`src/rtl/aq_memcpy_ctrl.sv`:
```
// Sequencer for one memory-to-memory copy staged through aq_fifo.
// Concurrent read- and write-burst FSMs; a space reservation keeps the FIFO from overflowing.
module aq_memcpy_ctrl #(
    parameter int FIFO_DEPTH = 10,
    parameter int FIFO_WIDTH = 64,
    parameter int ADRS_WIDTH = 32,
    parameter int MAX_BURST  = 16
) (
    input  logic                  CLK,
    input  logic                  RST_N,
    input  logic                  START,
    input  logic [ADRS_WIDTH-1:0] SRC_ADRS,
    input  logic [ADRS_WIDTH-1:0] DST_ADRS,
    input  logic [31:0]           LENGTH,
    output logic                  BUSY,
    output logic                  DONE,
    output logic                  RD_REQ,
    output logic [ADRS_WIDTH-1:0] RD_ADRS,
    output logic [8:0]            RD_LEN,
    input  logic                  RD_ACK,
    input  logic                  RD_DVALID,
    output logic                  FIFO_WR_LAST,
    output logic                  WR_REQ,
    output logic [ADRS_WIDTH-1:0] WR_ADRS,
    output logic [8:0]            WR_LEN,
    input  logic                  WR_ACK,
    output logic                  WR_DVALID,
    input  logic                  WR_DREADY,
    output logic                  FIFO_RD_ENA,
    input  logic                  FIFO_RD_EMPTY
);
    localparam int          BB_SHIFT     = $clog2(FIFO_WIDTH / 8);
    localparam int          RESV_W       = FIFO_DEPTH + 1;
    localparam logic [31:0] FIFO_ENTRIES = 32'(1) << FIFO_DEPTH;
    localparam logic [31:0] MAXB         = 32'(MAX_BURST);

    typedef enum logic       {T_IDLE, T_RUN}         top_t;
    typedef enum logic [1:0] {R_IDLE, R_REQ, R_DATA} rd_t;
    typedef enum logic [1:0] {W_IDLE, W_REQ, W_DATA} wr_t;

    top_t              top_st;
    rd_t               rd_st;
    wr_t               wr_st;
    logic [31:0]       rd_rem, wr_rem;
    logic [RESV_W-1:0] resv, wavail;
    logic [8:0]        rd_cnt, wr_cnt;
    logic [8:0]        rd_nlen, wr_nlen;
    logic              rd_fire, wr_fire, rd_beat, wr_last_beat, resv_ok, start_ok;

    function automatic logic [8:0] burst_len(input logic [31:0] rem);
        return (rem >= MAXB) ? MAXB[8:0] : rem[8:0];
    endfunction

    function automatic logic [ADRS_WIDTH-1:0] adrs_step(input logic [8:0] len);
        return ADRS_WIDTH'(len) << BB_SHIFT;
    endfunction

    assign rd_nlen      = burst_len(rd_rem);
    assign wr_nlen      = burst_len(wr_rem);
    assign rd_fire      = RD_REQ & RD_ACK;
    assign wr_fire      = WR_REQ & WR_ACK;
    assign rd_beat      = (rd_st == R_DATA) & RD_DVALID;
    assign FIFO_WR_LAST = rd_beat & (rd_cnt == 9'd1);
    assign WR_DVALID    = (wr_st == W_DATA) & ~FIFO_RD_EMPTY;
    assign FIFO_RD_ENA  = WR_DVALID & WR_DREADY;
    assign wr_last_beat = FIFO_RD_ENA & (wr_cnt == 9'd1);
    assign resv_ok      = (32'(resv) + 32'(rd_nlen)) <= FIFO_ENTRIES;
    assign start_ok     = (top_st == T_IDLE) & START;

    always_ff @(posedge CLK or negedge RST_N) begin
        if (!RST_N) begin
            top_st <= T_IDLE;
            BUSY   <= 1'b0;
            DONE   <= 1'b0;
        end else begin
            DONE <= 1'b0;
            case (top_st)
                T_IDLE: if (START) begin
                    if (LENGTH == 32'd0) begin
                        DONE <= 1'b1;
                    end else begin
                        top_st <= T_RUN;
                        BUSY   <= 1'b1;
                    end
                end
                T_RUN: if (wr_last_beat && wr_rem == 32'd0) begin
                    top_st <= T_IDLE;
                    BUSY   <= 1'b0;
                    DONE   <= 1'b1;
                end
                default: top_st <= T_IDLE;
            endcase
        end
    end

    // resv: beats requested from the source and not yet popped; wavail: beats landed but unclaimed
    always_ff @(posedge CLK or negedge RST_N) begin
        if (!RST_N) begin
            resv   <= '0;
            wavail <= '0;
        end else begin
            resv   <= resv + (rd_fire ? RESV_W'(RD_LEN) : '0) - (FIFO_RD_ENA ? RESV_W'(1) : '0);
            wavail <= wavail + (rd_beat ? RESV_W'(1) : '0) - (wr_fire ? RESV_W'(WR_LEN) : '0);
        end
    end

    always_ff @(posedge CLK or negedge RST_N) begin
        if (!RST_N) begin
            rd_st   <= R_IDLE;
            rd_rem  <= '0;
            rd_cnt  <= '0;
            RD_REQ  <= 1'b0;
            RD_ADRS <= '0;
            RD_LEN  <= '0;
        end else begin
            case (rd_st)
                R_IDLE: begin
                    if (start_ok) begin
                        rd_rem  <= LENGTH;
                        RD_ADRS <= SRC_ADRS;
                    end else if (top_st == T_RUN && rd_rem != 32'd0 && resv_ok) begin
                        RD_LEN <= rd_nlen;
                        RD_REQ <= 1'b1;
                        rd_st  <= R_REQ;
                    end
                end
                R_REQ: if (RD_ACK) begin
                    RD_REQ  <= 1'b0;
                    rd_rem  <= rd_rem - 32'(RD_LEN);
                    RD_ADRS <= RD_ADRS + adrs_step(RD_LEN);
                    rd_cnt  <= RD_LEN;
                    rd_st   <= R_DATA;
                end
                R_DATA: if (RD_DVALID) begin
                    rd_cnt <= rd_cnt - 9'd1;
                    if (rd_cnt == 9'd1) rd_st <= R_IDLE;
                end
                default: rd_st <= R_IDLE;
            endcase
        end
    end

    always_ff @(posedge CLK or negedge RST_N) begin
        if (!RST_N) begin
            wr_st   <= W_IDLE;
            wr_rem  <= '0;
            wr_cnt  <= '0;
            WR_REQ  <= 1'b0;
            WR_ADRS <= '0;
            WR_LEN  <= '0;
        end else begin
            case (wr_st)
                W_IDLE: begin
                    if (start_ok) begin
                        wr_rem  <= LENGTH;
                        WR_ADRS <= DST_ADRS;
                    end else if (top_st == T_RUN && wr_rem != 32'd0 &&
                                 32'(wavail) >= 32'(wr_nlen)) begin
                        WR_LEN <= wr_nlen;
                        WR_REQ <= 1'b1;
                        wr_st  <= W_REQ;
                    end
                end
                W_REQ: if (WR_ACK) begin
                    WR_REQ  <= 1'b0;
                    wr_rem  <= wr_rem - 32'(WR_LEN);
                    WR_ADRS <= WR_ADRS + adrs_step(WR_LEN);
                    wr_cnt  <= WR_LEN;
                    wr_st   <= W_DATA;
                end
                // an empty FIFO simply withholds WR_DVALID, so a stall never drops a beat
                W_DATA: if (FIFO_RD_ENA) begin
                    wr_cnt <= wr_cnt - 9'd1;
                    if (wr_cnt == 9'd1) wr_st <= W_IDLE;
                end
                default: wr_st <= W_IDLE;
            endcase
        end
    end
endmodule

```
`config.mk`:
```
export PLATFORM = sky130hd
export DESIGN_NAME = aq_memcpy_ctrl
export DESIGN_NICKNAME = d
export VERILOG_FILES = /design/src/rtl/aq_memcpy_ctrl.sv
export SDC_FILE = /design/constraint.sdc
export NUM_CORES = 1
export LEC_CHECK = 0
export CAP_MARGIN = 0
export CORE_ASPECT_RATIO = 0.5
export CORE_MARGIN = 1.5
export CORE_UTILIZATION = 45
export DETAILED_ROUTE_END_ITERATION = 6
export GPL_TIMING_DRIVEN = 0
export PLACE_DENSITY_LB_ADDON = 0.08
export SLEW_MARGIN = 10
export SYNTH_ARGS = -nofsm -noshare
export SYNTH_HDL_FRONTEND = slang
export SYNTH_SLANG_ARGS = --single-unit
```
`constraint.sdc`:
```
create_clock -name CLK -period 5.2 [get_ports CLK]
set_input_delay 0.78 -clock CLK [delete_from_list [all_inputs] [get_ports CLK]]
set_output_delay 0.78 -clock CLK [all_outputs]
set_load 0.005 [all_outputs]
```
======== Word level (Yosys, flattened, before mapping) ========
Index checks and enable logic that the tools add are counted.
operators by class
  bitwise logic cells ..................... 11
  magnitude comparators ................... 4
  add/sub/neg operators ................... 11
  reductions and logical operators ........ 26
  muxes and demuxes ....................... 55
  equal/unequal tests ..................... 21
operators by type and width
  kind                                                                 count
  one-hot mux 32 bit (2 select lines)                                  4
  two-way mux 32 bit                                                   7
  two-way mux 9 bit                                                    8
  adder 32 x 12 -> 32 bit                                              2
  greater-or-equal comparator 32 x 5 -> 1 bit (second input constant)  2
  logical NOT 32 bit                                                   2
  nonzero test 32 bit                                                  2
  subtractor 32 x 9 -> 32 bit                                          2
  one-hot mux 9 bit (2 select lines)                                   2
  != test 2 bit (second input constant)                                12
  AND reduction 3 bit                                                  7
  two-way mux 2 bit                                                    10
  == test 9 x 1 -> 1 bit (second input constant)                       2
  subtractor 9 x 1 -> 9 bit (second input constant)                    2
  two-way mux 1 bit                                                    17
  adder 11 x 9 -> 12 bit                                               1
  <= comparator 12 x 11 -> 1 bit (second input constant)               1
  one-hot mux 2 bit (3 select lines)                                   2
  adder 11 x 1 -> 11 bit                                               1
  adder 11 x 9 -> 11 bit                                               1
  greater-or-equal comparator 11 x 9 -> 1 bit                          1
  subtractor 11 x 1 -> 11 bit                                          1
  subtractor 11 x 9 -> 11 bit                                          1
  one-hot mux 1 bit (2 select lines)                                   5
  10 further kinds                                                     33
storage, ports and cells
  bits of input ports ..................... 104
  bits in registers ....................... 195

======== Depth between registers and ports, before layout ========
  depth after elaboration ................. 8
  gate-level depth with buffers ........... 15
  gate-level depth less buffers ........... 15

======== Least setup slack after synthesis ========
Ideal clock, no wire load.
  kind .................................... register -> register
  from .................................... register rd_rem[13]
  to ...................................... register RD_LEN[1]
  path buffers ............................ 2
  setup slack ............................. 1.260 ns
  required time ........................... 5.075 ns
  period minus slack after synthesis ...... 3.940 ns
  cell stages (with the launch flop) ...... 15
  data arrival time ....................... 3.815 ns
  cells stage by stage .................... dfrtp_1 or4_4 or4_1 buf_2 nor2_1 and3_1 ha_1 a21o_1 a21boi_0 mux2i_1 or4_1 nor4_1 o21ai_1 buf_4 mux2_2
on the way
  word-level cells in the longest chain between the ends .. 6
RTL lines
  item                                         RTL line  text
  start, declared                              44        logic [31:0] rd_rem, wr_rem;
  start signal, assigned                       129       rd_rem <= rd_rem - 32'(RD_LEN);
  greater-or-equal comparator 32 x 5 -> 1 bit  51        return (rem >= MAXB) ? MAXB[8:0] : rem[8:0];
  two-way mux 9 bit                            51
  named net rd_nlen[2]                         47        logic [8:0] rd_nlen, wr_nlen;
  adder 11 x 9 -> 12 bit                       67        assign resv_ok = (32'(resv) + 32'(rd_nlen)) <= FIFO_ENTRIES;
  <= comparator 12 x 11 -> 1 bit               67
  logical AND 1 bit                            121       end else if (top_st == T_RUN && rd_rem != 32'd0 && resv_ok) begin
  AND reduction 3 bit (no line)                n/a
  end signal, assigned                         122       RD_LEN <= rd_nlen;
  end, declared                                19        output logic [8:0] RD_LEN,
The timed path passes the listed nets, and every way through them passes these cells.
A chain may end at the register's enable or synchronous reset.

======== Worst setup path after layout ========
  from .................................... register rd_rem[13]
  to ...................................... register RD_LEN[3]
The elaborated chain is that of the path after synthesis.

==> impl_summary.txt <==
----------------------------------------------------
[Floorplanning]
  Floorplan die area ... 0.0316 sq mm
  Starting density of the core ... 46.5%
  Number of core rows ... 44
  Core box area ... 0.0295 sq mm
  Y dimension of the die ... 126 um
  I/O pin cnt ... 193
  Horiz. Die Dim ... 250 um

[Clock network]
  Buffers from clock root to sink, at most ... 2
  Clock sink total ... 195
  Number of levels the H-tree was split into ... 4
  Setup fix buffers added after clock tree synthesis ... 0
  Clock Latency Late Sink ... 0.47 ns
  Hold buffer count at CTS ... 0
  Clock tree from TritonCTS ... built
  Clock Pin Slew Worst Setup and Hold Paths ... 0.08 ns
  Clock buffer count from CTS ... 17
  Number of gates resized after CTS ... 0
  Root cell of the clock tree ... clkbuf_16

[Setup path]
  Arrival time at the worst endpoint ... 5.34 ns
  Family of cells with the greatest summed delay on the critical path ... simple AND/OR/NAND/NOR gates
  Most frequent cell on the critical path ... nor4_1
  Cell with the largest stage delay on the worst path ... nor4_1
  Critical path launch point type ... flop
  Bufs and invs on worst path ... 1
  Worst-path cell chain ... or4_4 -> nor4_1 -> nand3_1 -> nor2_1 -> ha_1 -> fa_1 -> a211oi_1 -> o211ai_1 -> or4_1 -> nor4_1 -> o21ai_1 -> buf_4 -> mux2_2
  Crit path largest cell delay ... 0.67 ns
  Kind of end point of the critical path ... flop
  Data required time of the critical path ... 5.55 ns
  Type of the worst setup path ... flop to flop
  Critical Path Fanout Max ... 10

[Global route]
  Number of global-route vias before repair ... 13,578
  Pin count of the biggest net entering global routing ... 72
  Antenna violations before repair ... 0
  First-pass GRT wire length ... 77.0 mm
  All-Layer GR Usage ... 31.3%
  Sum of overflow across all layers after global routing ... 0

[Logic synthesis]
  Synthesized netlist cell count ... 1,645
  Area of the mapped netlist ... 0.0137 sq mm
  Number of warning messages in the yosys log ... 0
  Commonest register cell after synthesis ... dfrtp_1
  Library cell occupying the most area in the post-synthesis netlist ... dfrtp_1
  Cells taking the most area after synthesis ... dfrtp_1 (36%), ha_1 (9.0%), nand2_1 (4.7%)
  Share of the synthesized area in the top cell type ... 35.6%
  EDFF count, synth ... 0
  Library cell with the highest instance count after synthesis ... dfrtp_1
  Top cells by count, synth ... dfrtp_1 (195), nand2_1 (170), nor2_1 (153)
  Number of distinct library cells after synthesis ... 79
  Part of the Yosys area used for sequential elements ... 35.6%
  Count of state elements after synthesis ... 195
  Post-synthesis average cell area ... 8.33 sq um
  Post-synthesis async set-or-reset flop share ... 100%

[Routing]
  DR vias ... 14,069
  Detail-routed net length per standard cell ... 21.7 um
  DRC ... 0
  Vias per std cell ... 6.20
  Antenna viol nets, final ... 0
  DRT iter0 DRCs ... 1,644
  Total wire length ... 49.2 mm
  First drt pass iteration count ... 5

[Timing]
  Maximum clock rate ... 201 MHz
  Slew at the pin closest to its max-slew limit ... 1.05 ns
  Final Slew Violations ... 0
  Min cycle time layout ... 4.98 ns
  Final cycle utilization of the critical path ... 95.8%
  Number of failing setup endpoints in the final timing report ... 0
  Clock skew after layout ... 0.0180 ns
  Worst-case headroom to the max-slew limit ... 29.7%
  Hold Violations, Final ... 0
  Unrepaired setup endpoints after global routing ... no
  Smallest setup slack after layout ... 0.218 ns

[Min path]
  Hold WC Path Type ... input pin to async pin

[Pwr]
  Total power ... 9.69 mW
  Pwr per Cell Area ... 575 mW/mm^2
  VDD IR-drop max ... 354 uV
  Leakage ... 6.98 nW

[Layout]
  Fraction of layout instances using a drive strength above 1 ... 3.84%
  Diodes inserted ... 0
  Util after Layout ... 57.2%
  Number of nets in the finished design ... 2,074
  Relative area change from synthesis to final layout ... 22.9%

[Placement]
  Number of I/O port buffers ... 192
  Pre-CTS setup slack ... 0.369 ns
  HPWL reported at the end of detailed placement ... 36.3 mm
  Global placer's final weighted congestion ... 0.929

[Status]
  Outcome ... finished, final reports clean

[Run]
  Max-capacitance violation count ... 0

----------------------------------------------------
worst register-to-register path: stages, from the launching register on:
cell,delay [ns]
dfrtp_1,0.44
or4_4,0.58
nor4_1,0.67
nand3_1,0.47
nor2_1,0.28
ha_1,0.22
fa_1,0.44
a211oi_1,0.27
o211ai_1,0.12
or4_1,0.49
nor4_1,0.27
o21ai_1,0.15
buf_4,0.20
mux2_2,0.28
where the power goes:
group / internal [mW] / switching (mW)
sequential: 2.14 / 0.639
clock: 0.862 / 0.669
combinational: 2.27 / 3.12
total: 5.27 / 4.42
kinds of logic (layout without fill, tap and decap cells):
logic type | Yosys count | after routing | synth area share (%)
mux | 18 | 18 | 1.37
other cells | 2 | 8 | 0.0548
xor+xnor | 26 | 26 | 1.66
fa+ha+maj | 106 | 106 | 10.1
simple gates | 640 | 640 | 23.0
flops | 195 | 195 | 35.6
buf+inv | 171 | 397 | 4.75
compound gates | 487 | 487 | 23.5
worst paths after layout:
check / from / endpoint / slack (ns) / cells after the start
max: rd_rem[13]$_DFFE_PN0P_ / RD_LEN[3]$_DFFE_PN0P_ / 0.22 / 13
min: RST_N / resv[8]$_DFF_PN0_ / 0.22 / 1
max reg2reg: rd_rem[13]$_DFFE_PN0P_ / RD_LEN[3]$_DFFE_PN0P_ / 0.22 / 13
min reg2reg: WR_ADRS[1]$_DFFE_PN0P_ / WR_ADRS[1]$_DFFE_PN0P_ / 0.48 / 2
max in group asynchronous: RST_N / WR_ADRS[29]$_DFFE_PN0P_ / 4.20 / 2
min in group CLK: WR_ADRS[1]$_DFFE_PN0P_ / WR_ADRS[1]$_DFFE_PN0P_ / 0.48 / 2
layer usage:
metal	up-vias	GRT usage (%)	wire length [um]	part of all wire, %
met5	-	0	0	0
met4	0	8.90	1010	2.1
met3	84	6.51	4240	8.6
met2	666	48.9	22000	45
met1	6830	43.8	22000	45
li1	6489	-	-	-
flip-flops by register name, indices dropped and copies added (netlist names), 2 cells and up:
name,count
WR_LEN,9
rd_rem,32
wavail,11
resv,11
rd_cnt,9
RD_ADRS,32
wr_st,2
wr_rem,32
rd_st,2
WR_ADRS,32
RD_LEN,9
wr_cnt,9
layout by cell type (no fill, tap or decap), drive strengths merged, types with 8 or more instances in the layout:
cell and instances:
nand2 170, nor2b 23, a31oi 24, or2 8, a41oi 8, o31a 8, a21o 16, nand2b 18
and2 19, o21ai 100, or4 16, and3 36, o22a 19, o211ai 19, clkbuf 84, o311ai 8
a211oi 27, nor2 155, o22ai 10, a22oi 10, inv 97, nand3 46, o21a 26, nor3 58
clkdlybuf4s50 191, mux2i 12, a21oi 126, conb 8, xnor2 20, buf 16, a311oi 15, dfrtp 195
nand4 24, ha 99, nor4 33, or3 16
stage by stage:
step	hold slack (ns)	cells	setup TNS, ns	area, sq um
6_report	0.223	2268	0	16900
5_1_grt	0.273	2268	0	16900
4_1_cts	0.254	2268	0	16900
2_1_floorplan	0.443	1651	0	13700
3_3_place_gp	0.459	2234	-1085.21	16100
3_5_place_dp	0.461	2236	0	16200
area by class of cell:
class / count / area (sq um)
Buffer: 79 / 305
Clock buffer: 18 / 429
Clock inverter: 14 / 221
Fill cell: 2644 / 12600
Inverter: 92 / 345
Multi-Input combinational cell: 1285 / 8200
Sequential cell: 195 / 4880
Tap cell: 391 / 489
Timing Repair Buffer: 194 / 1980
Power figures use the tool's default switching activity.
